==> src/rtl/led_pkg.sv <==
// rtl/led_pkg.sv - Shared types and constants for the LED arbiter family
//
// Purpose: FSM state encoding, default timing/width constants and RGB bit
//          positions shared by led_arbiter and its helpers.
// Ports:   none (package).
package led_pkg;

   typedef enum logic [1:0] {
      IDLE = 2'd0,
      ARB  = 2'd1,
      SHOW = 2'd2,
      GAP  = 2'd3
   } led_state_t;

   localparam int DEF_DUTY_W       = 11;
   localparam int DEF_HOLD_CYCLES  = 50_000_000;
   localparam int DEF_BLINK_CYCLES = 25_000_000;

   // Colour triplets are packed {r,g,b}
   localparam int RGB_W = 3;
   localparam int RGB_R = 2;
   localparam int RGB_G = 1;
   localparam int RGB_B = 0;

endpackage

==> src/rtl/led_rr_pick.sv <==
// rtl/led_rr_pick.sv - Combinational round-robin picker for shared-resource arbiters
//
// Purpose: scans req starting at rr_ptr, wrapping at N-1, and reports the
//          first set request.
// Ports:
//   req     in  N      request vector
//   rr_ptr  in  PTR_W  highest-priority index for this pick (must be < N)
//   onehot  out N      one-hot winner (zero when nothing requests)
//   idx     out PTR_W  winner index
//   valid   out 1      any request set
module led_rr_pick #(
   parameter int N     = 4,
   parameter int PTR_W = (N > 1) ? $clog2(N) : 1
) (
   input  logic [N-1:0]     req,
   input  logic [PTR_W-1:0] rr_ptr,
   output logic [N-1:0]     onehot,
   output logic [PTR_W-1:0] idx,
   output logic             valid
);

   logic [PTR_W:0] cand;

   // Walk offsets from farthest to nearest so the nearest set request,
   // evaluated last, overrides any earlier hit.
   always_comb begin
      onehot = '0;
      idx    = '0;
      valid  = 1'b0;
      cand   = '0;
      for (int off = N - 1; off >= 0; off--) begin
         cand = {1'b0, rr_ptr} + (PTR_W + 1)'(off);
         if (cand >= (PTR_W + 1)'(N)) begin
            cand = cand - (PTR_W + 1)'(N);
         end
         if (req[cand[PTR_W-1:0]]) begin
            onehot                   = '0;
            onehot[cand[PTR_W-1:0]] = 1'b1;
            idx                      = cand[PTR_W-1:0];
            valid                    = 1'b1;
         end
      end
   end

endmodule

==> src/rtl/led_arbiter.sv <==
// rtl/led_arbiter.sv - Round-robin sharing of one RGB LED between status sources
//
// Purpose: grants the LED to one requester at a time with a minimum display
//          hold, latching that source's colour, PWM brightness and blink mode.
// Build option: LED_ARBITER_BLINK_EN enables per-source blink; when undefined
//               blink inputs are ignored and no blink counter is built.
// Ports:
//   clk     in  1               system clock
//   rst     in  1               asynchronous active-high reset
//   req     in  NUM_REQ         level request per source
//   color   in  3*NUM_REQ       {r,g,b} per source, source i at [3i+2:3i]
//   duty    in  DUTY_W*NUM_REQ  brightness per source
//   blink   in  NUM_REQ         blink enable per source
//   gnt     out NUM_REQ         registered one-hot grant
//   busy    out 1               high in ARB, SHOW and GAP
//   led_r/g/b out 1             registered LED drive
module led_arbiter
   import led_pkg::*;
#(
   parameter int NUM_REQ      = 4,
   parameter int DUTY_W       = DEF_DUTY_W,
   parameter int HOLD_CYCLES  = DEF_HOLD_CYCLES,
   parameter int BLINK_CYCLES = DEF_BLINK_CYCLES
) (
   input  logic                      clk,
   input  logic                      rst,
   input  logic [NUM_REQ-1:0]        req,
   input  logic [RGB_W*NUM_REQ-1:0]  color,
   input  logic [DUTY_W*NUM_REQ-1:0] duty,
   input  logic [NUM_REQ-1:0]        blink,
   output logic [NUM_REQ-1:0]        gnt,
   output logic                      busy,
   output logic                      led_r,
   output logic                      led_g,
   output logic                      led_b
);

   localparam int PTR_W  = $clog2(NUM_REQ);
   localparam int HOLD_W = $clog2(HOLD_CYCLES);

   if (NUM_REQ < 2 || NUM_REQ > 8) begin : g_bad_num_req
      $error("led_arbiter: NUM_REQ must be 2..8");
   end
   if (HOLD_CYCLES < 2) begin : g_bad_hold
      $error("led_arbiter: HOLD_CYCLES must be >= 2");
   end

   led_state_t          state;
   logic [NUM_REQ-1:0]  req_q;
   logic [PTR_W-1:0]    rr_ptr;
   logic [HOLD_W-1:0]   hold_cnt;
   logic [RGB_W-1:0]    color_l;
   logic [DUTY_W-1:0]   duty_l;
   logic [DUTY_W-1:0]   pwm_cnt;
   logic                pwm_on;
   logic                blink_ph;

   logic [NUM_REQ-1:0]  pick_onehot;
   logic [PTR_W-1:0]    pick_idx;
   logic                pick_valid;
   logic [PTR_W-1:0]    next_ptr;
   logic [RGB_W-1:0]    win_color;
   logic [DUTY_W-1:0]   win_duty;
   logic                owner_req;
   logic                other_req;
   logic                hold_done;
   logic                show_entry;

   led_rr_pick #(
      .N     (NUM_REQ),
      .PTR_W (PTR_W)
   ) u_pick (
      .req    (req_q),
      .rr_ptr (rr_ptr),
      .onehot (pick_onehot),
      .idx    (pick_idx),
      .valid  (pick_valid)
   );

   always_comb begin
      win_color = '0;
      win_duty  = '0;
      for (int i = 0; i < NUM_REQ; i++) begin
         if (pick_onehot[i]) begin
            win_color = color[RGB_W*i +: RGB_W];
            win_duty  = duty[DUTY_W*i +: DUTY_W];
         end
      end
   end

   assign next_ptr   = (pick_idx == PTR_W'(NUM_REQ - 1)) ? '0 : pick_idx + 1'b1;
   // gnt is the one-hot owner while in SHOW, so it splits req into owner/others
   assign owner_req  = |(req_q & gnt);
   assign other_req  = |(req_q & ~gnt);
   assign hold_done  = (hold_cnt == HOLD_W'(HOLD_CYCLES - 1));
   assign show_entry = (state == ARB) && pick_valid;
   assign pwm_on     = (pwm_cnt < duty_l);

   // Free-running PWM timebase; the FSM never restarts it.
   always_ff @(posedge clk or posedge rst) begin
      if (rst) begin
         pwm_cnt <= '0;
      end else begin
         pwm_cnt <= pwm_cnt + 1'b1;
      end
   end

`ifdef LED_ARBITER_BLINK_EN
   localparam int BLINK_W = $clog2(BLINK_CYCLES + 1);

   logic [BLINK_W-1:0] blink_cnt;
   logic               blink_l;
   logic               win_blink;

   always_comb begin
      win_blink = 1'b0;
      for (int i = 0; i < NUM_REQ; i++) begin
         if (pick_onehot[i]) begin
            win_blink = blink[i];
         end
      end
   end

   // Phase restarts lit on every new grant; a non-blinking owner never toggles it.
   always_ff @(posedge clk or posedge rst) begin
      if (rst) begin
         blink_cnt <= '0;
         blink_ph  <= 1'b1;
         blink_l   <= 1'b0;
      end else if (show_entry) begin
         blink_cnt <= '0;
         blink_ph  <= 1'b1;
         blink_l   <= win_blink;
      end else if (state == SHOW && blink_l) begin
         if (blink_cnt == BLINK_W'(BLINK_CYCLES - 1)) begin
            blink_cnt <= '0;
            blink_ph  <= ~blink_ph;
         end else begin
            blink_cnt <= blink_cnt + 1'b1;
         end
      end
   end
`else
   logic unused_blink;

   assign blink_ph     = 1'b1;
   assign unused_blink = ^blink;

   if (BLINK_CYCLES < 1) begin : g_bad_blink
      $error("led_arbiter: BLINK_CYCLES must be >= 1");
   end
`endif

   // req is registered once before the FSM sees it, giving ARB one cycle
   // after the first sampling edge.
   always_ff @(posedge clk or posedge rst) begin
      if (rst) begin
         state    <= IDLE;
         req_q    <= '0;
         rr_ptr   <= '0;
         hold_cnt <= '0;
         color_l  <= '0;
         duty_l   <= '0;
         gnt      <= '0;
         busy     <= 1'b0;
         led_r    <= 1'b0;
         led_g    <= 1'b0;
         led_b    <= 1'b0;
      end else begin
         req_q <= req;
         led_r <= (state == SHOW) & color_l[RGB_R] & pwm_on & blink_ph;
         led_g <= (state == SHOW) & color_l[RGB_G] & pwm_on & blink_ph;
         led_b <= (state == SHOW) & color_l[RGB_B] & pwm_on & blink_ph;

         case (state)
            IDLE: begin
               if (|req_q) begin
                  state <= ARB;
                  busy  <= 1'b1;
               end
            end
            ARB: begin
               if (pick_valid) begin
                  gnt      <= pick_onehot;
                  color_l  <= win_color;
                  duty_l   <= win_duty;
                  rr_ptr   <= next_ptr;
                  hold_cnt <= '0;
                  state    <= SHOW;
               end else begin
                  state <= IDLE;
                  busy  <= 1'b0;
               end
            end
            SHOW: begin
               // An owner drop wins over a simultaneous hold expiry.
               if (!owner_req || (hold_done && other_req)) begin
                  gnt   <= '0;
                  state <= GAP;
               end else if (!hold_done) begin
                  hold_cnt <= hold_cnt + 1'b1;
               end
            end
            GAP: begin
               if (|req_q) begin
                  state <= ARB;
               end else begin
                  state <= IDLE;
                  busy  <= 1'b0;
               end
            end
            default: begin
               state <= IDLE;
               busy  <= 1'b0;
               gnt   <= '0;
            end
         endcase
      end
   end

endmodule

==> config.mk <==
export PLATFORM = sky130hd
export DESIGN_NAME = led_arbiter
export DESIGN_NICKNAME = d
export VERILOG_FILES = /design/src/rtl/led_pkg.sv /design/src/rtl/led_rr_pick.sv /design/src/rtl/led_arbiter.sv
export SDC_FILE = /design/constraint.sdc
export NUM_CORES = 1
export LEC_CHECK = 0
export BUFFER_PORTS_ARGS = -buffer_cell sky130_fd_sc_hd__buf_2
export CAP_MARGIN = 10
export CORE_ASPECT_RATIO = 1.4
export CORE_UTILIZATION = 51
export DETAILED_ROUTE_END_ITERATION = 7
export PLACE_DENSITY = 0.76
export SLEW_MARGIN = 20
export SYNTH_ARGS = -nofsm -noshare
export SYNTH_HDL_FRONTEND = slang
export SYNTH_SLANG_ARGS = --single-unit
==> constraint.sdc <==
create_clock -name clk -period 2.62 [get_ports clk]
set_input_delay 0.262 -clock clk [delete_from_list [all_inputs] [get_ports clk]]
set_output_delay 0.262 -clock clk [all_outputs]
set_load 0.1 [all_outputs]
# Yosys cells after proc, flatten, opt, wreduce, memory -nomap -nowiden
# Cells that the tools add are included.
# word_totals
reg_bits,67
inputBits,66
word_cells,131
# op_classes
add_sub_neg,10
magnitude_cmp,13
n_eq_ne,12
muxes,57
bitwise,9
n_reduce_logical,18
# op_table
cell,count
2-to-1 mux 26 bit,3
case mux 26 bit (2 select lines),1
2-to-1 mux 11 bit,4
adder 26 x 1 -> 26 bit (second input constant),1
== test 26 bit (second input constant),1
2-to-1 mux 2 bit,12
2-to-1 mux 4 bit,6
2-to-1 mux 1 bit,16
< comparator 2 x 3 -> 1 bit (second input constant),4
2-to-1 mux 3 bit,4
inequality test 2 bit (second input constant),6
OR reduction 4 bit,3
adder 11 x 1 -> 11 bit (second input constant),1
< comparator 11 bit,1
greater-or-equal comparator 3 bit (second input constant),3
AND 4 bit,2
binary-select mux 1 bit (select 2 bit),4
demux 1 bit (select 2 bit),4
greater-or-equal comparator 2 x 1 -> 1 bit (second input constant),4
case mux 2 bit (4 select lines),1
case mux 4 bit (2 select lines),1
AND reduction 4 bit,2
subtractor 2 x 1 -> 2 bit (second input constant),4
adder 2 x 2 -> 3 bit (second input constant),2
other kinds (17),29

# Depth between registers and ports, before layout
# depth
word_depth,15
ltp_mapped,11
mapped_depth_nobuf,8

# Modules after synthesis
# A second synthesis with hierarchy kept.
# unflattened
hier_cells,478
area_unflattened_um2,4352.9
# by_module_without_submodules
mod,instances,cells_per_inst,area_per_inst_um2
led_arbiter,1,393,3669.8
led_rr_pick,1,85,683.2

# Worst setup path before layout
# Ideal clock, no wire load.
# synth_path
path_kind,register -> register
startpoint,register rr_ptr[0]
endpoint,register duty_l[1]
setup_time_ns,0.086
t_arrival_ns,2.777
path_slack_ns,-0.243
path_stages_with_launch,11
synth_period_minus_slack_ns,2.863
cell_sequence,dfrtp_1 -> buf_2 -> inv_1 -> ha_1 -> mux4_2 -> nor2b_1 -> a221oi_1 -> o31ai_2 -> or2_4 -> buf_6 -> o221ai_2
# synth_between
elab_chain_cells,15
word_cells_on_any_way,56
classes_between,add/sub (7); order compare (12); mux (32); reduce/logical (5)
# synth_rtl
element,line_no,text
start: declaration,led_arbiter.sv:50,logic [PTR_W-1:0] rr_ptr;
start signal: assignment,led_arbiter.sv:187,rr_ptr <= next_ptr;
adder 2 x 2 -> 3 bit,led_rr_pick.sv:32,"cand = {1'b0, rr_ptr} + (PTR_W + 1)'(off);"
greater-or-equal comparator 3 bit or subtractor 2 x 1 -> 2 bit (tied branches),"led_rr_pick.sv:33, led_rr_pick.sv:34",
2-to-1 mux 2 bit,led_rr_pick.sv:33,if (cand >= (PTR_W + 1)'(N)) begin
< comparator 2 x 3 -> 1 bit (implied by the code) or greater-or-equal comparator 2 x 1 -> 1 bit (tied branches),led_rr_pick.sv:38,onehot[cand[PTR_W-1:0]] = 1'b1;
logical AND 1 bit (implied by the code),led_rr_pick.sv:38,
2-to-1 mux 1 bit (implied by the code),led_rr_pick.sv:38,
demux 1 bit (select 2 bit),--,
2-to-1 mux 4 bit (4 in a row),led_rr_pick.sv:36,if (req[cand[PTR_W-1:0]]) begin
2-to-1 mux 11 bit (4 in a row),led_arbiter.sv:84,if (pick_onehot[i]) begin
end signal: assignment,led_arbiter.sv:186,duty_l <= win_duty;
end: declaration,led_arbiter.sv:53,logic [DUTY_W-1:0] duty_l;
# Parallel ways exist; a longest one is shown, timed or not. The select of a mux whose other input is x is not followed.
# A chain may end at the register's enable or synchronous reset.

# Final worst setup path
# Ends and elaborated chain as after synthesis.

==> metrics.txt <==
die height=111 µm; # diodes=0; pre-CTS setup slack=-0.115 ns; Largest stage delay, worst path=0.51 ns; count of final setup violators=0; min Tclk post-route=2.61 ns; Detailed Route Iter0 Violations=308; FFs w/ async S/R, synth=1.00; maximum root-to-sink buffer count=2; met1 usage=0.316; Slowest-stage cell, CP=mux4_2; via-per-instance ratio=5.92; Die Area=8820 µm²; Area Growth Syn to Fin=28.4%; outcome=finished clean; CTS tree=done; Non-Filler Instances=655; r2r endpoint=duty_l[1]; GR Util met2=0.487; Sw Share=0.440; M3 GR Usage=0.0551; CP Capture Type=flip-flop; H-tree depth=3; mean routed wirelength per cell=17.7 µm; Rows=39; reg-to-reg startpoint=rr_ptr[0]; Peak Freq=0.384 GHz; first-pass GRT wire length=18600 µm; DP Cell Count=625; WHS=0.0332 ns; Synth top area share=0.389; dominant cell type by area after synthesis=dfrtp_1; Root Buffer=clkbuf_16; HP Start=req[2]; ys flop type=dfrtp_1; reg2reg setup slack=0.01 ns; cells after synthesis=441; Worst Path Required=2.82 ns; GRT Total Usage=0.275; WP buf/inv=3; final worst slack=0.0140 ns; RSZ-0062 raised after global routing=yes; Power Total=6.80 mW; Hold Path Sink=req_q[2]; Starting Density=0.525; grt total ovfl=0; Slew Viols, Final=0; Final GP Congestion=0.932; largest net degree at the start of global routing=28; Fin. Hold Viols=0; Critical Path Most Common Cell=buf_4; Filler Cells Inserted=637; initial antenna violation count=0; CP arrival=2.81 ns; Leakage=2.57 nW; clock latency on the worst-skew pair=0.33 ns; Mapped Avg Cell Area=9.77 µm²; Flop pwr share=0.208; core box area=8200 µm²; crit path cell chain=buf_4 -> mux4_2 -> buf_4 -> a221oi_1 -> o31ai_4 -> buf_12 -> a31oi_1 -> o221ai_2; yosys warns=0; critical path fanouts, max=13; Ports=74; Net Switching=2.99 mW; worst slew pin tran=0.590 ns; WHS Path Cells=1; FF+latch count, synth=67; final wirelength=11600 µm; port buffer count=69; CTS buffer count=9; fin nets=634; internal power=3.81 mW; CP Launch Type=flip-flop; placed cell areas=4960 µm²; Combinational Power Share=0.614; dominant cells by area after synthesis=dfrtp_1 (39%), ha_1 (5.5%), xor2_1 (4.7%); Crit Path Class=flip-flop to flip-flop; Cell Area, Synth=4310 µm²; Die X=79.7 µm; Most Used Layer, Global Route=met2; R2R cell count=8; Vias=3880; CP delay by family, top=compound AO/OA/AOI/OAI gates; proportion of layout cells with a drive suffix above 1=0.335; PwrDens=1230 nW/µm²; Hold Path Class=primary input to flip-flop; final instance area=5530 µm²; # DRC=0; Worst-path clk slew=0.05 ns; Routed Antenna Nets=0; sequential share of the synthesized area=0.389; Post-Synthesis Net Count=526; Post-synth EDFFs=0; Cell variety after synth=61; HPWL after detailed placement=8070 µm; number of global-route vias before repair=3895; clk sink count=67; Setup Skew=0.00562 ns; Slew headroom=0.603; max-cap violations=0; First-pass DRT Iterations=4; Clk pwr share=0.178; VDD IR max=1.37 mV; Tcrit/Tclk final=0.995
==> flip-flops by register name (all words and copies together), names as in the netlist, 2 cells and up, named ones only <==
register,count
color_l,3
duty_l,11
gnt,4
hold_cnt,26
pwm_cnt,11
req_q,4
rr_ptr,2
==> metal layers <==
metal / vias to the layer above / wire length, µm
li1: 1841 / -
met1: 1898 / 4380
met2: 120 / 6270
met4: 0 / 300
met5: - / 0
met3: 21 / 659
==> cell type report <==
cell class,instances,area [µm²],share of cell area
inverter,25,93.8,0.0170
clock buffer,13,260,0.0470
multi-input combinational,326,2530,0.457
timing repair buffer,120,808,0.146
clock inverter,2,35.0,0.00633
sequential,67,1680,0.303
tap,102,128,0.0231
==> Yosys cell counts (8+ instances only) <==
master    number
xor2_1        23
dfrtp_1       67
a21oi_2        8
o21ai_0        8
buf_2          9
a21oi_1       14
nor2_1        32
clkbuf_1       8
and3_1        24
o221ai_2      10
ha_1          19
inv_1         25
and2_1        16
a31oi_1       14
nand3_1       10
nand2_1       35
==> power by group through the flow <==
stage	clock [mW]	combinational, mW	sequential, mW
after CTS	1.23	3.72	1.41
after detailed placement	0	3.60	1.43
final	1.21	4.18	1.41
after global placement	0	3.46	1.41
after floorplan	0	2.33	1.69
after global routing	1.27	4.47	1.44
==> through the flow <==
| step | setup TNS, ns | utilization |
|---|---|---|
| after floorplan | 0 | - |
| after global placement | -2.10 | 0.605 |
| after detailed placement | -0.383 | 0.606 |
| after CTS | 0 | 0.647 |
| after global routing | -0.974 | 0.675 |
| final | 0 | 0.675 |
==> cells by family (layout without fill, tap and decap cells) <==
group / Yosys count / count (layout) / synth area share
mux: 8 / 8 / 0.0308
compound gates: 116 / 116 / 0.219
fa+ha+maj: 19 / 19 / 0.0552
flops: 67 / 67 / 0.389
simple gates: 156 / 156 / 0.197
xor+xnor: 27 / 27 / 0.0549
buf+inv: 48 / 160 / 0.0540
==> repair_timing <==
| item | in CTS | in global routing |
|---|---|---|
| hold buffers | 1 | 0 |
| buffers inserted | 3 | 11 |
| pin swaps | 2 | 14 |
| resized for setup | 1 | 24 |
| hold endpoints to repair | 11 | 0 |
| endpoints found under the setup margin | 13 | 30 |
==> how the worst max path moves through the flow <==
stage                     slack [ns]  cells after the start          to      start
after detailed placement       -0.11                      8  color_l[2]  rr_ptr[0]
after floorplan                 0.04                     11   duty_l[1]  rr_ptr[1]
after global routing           -0.08                     12   duty_l[4]  rr_ptr[0]
after CTS                       0.02                      8  color_l[2]  rr_ptr[0]
after global placement         -0.21                      8  duty_l[10]  rr_ptr[0]
final                           0.01                      8   duty_l[1]  rr_ptr[0]
==> worst reg2reg max path, stage by stage (launching register included) <==
cell and delay (ns):
dfrtp_2 0.42, buf_4 0.13, mux4_2 0.51, buf_4 0.20, a221oi_1 0.45, o31ai_4 0.17
buf_12 0.18, a31oi_1 0.29, o221ai_2 0.13
==> layout by cell type (no fill, tap or decap), types with 12 or more instances in the layout <==
master | netlist | layout
buf_2 | 9 | 69
nor2_1 | 32 | 32
nand2_1 | 35 | 35
ha_1 | 19 | 18
and3_1 | 24 | 24
and2_1 | 16 | 16
a31oi_1 | 14 | 13
inv_1 | 25 | 23
xor2_1 | 23 | 23
a21oi_2 | 8 | 12
buf_4 | 1 | 40
dfrtp_1 | 67 | 66
(Power assumes the default switching activity.)
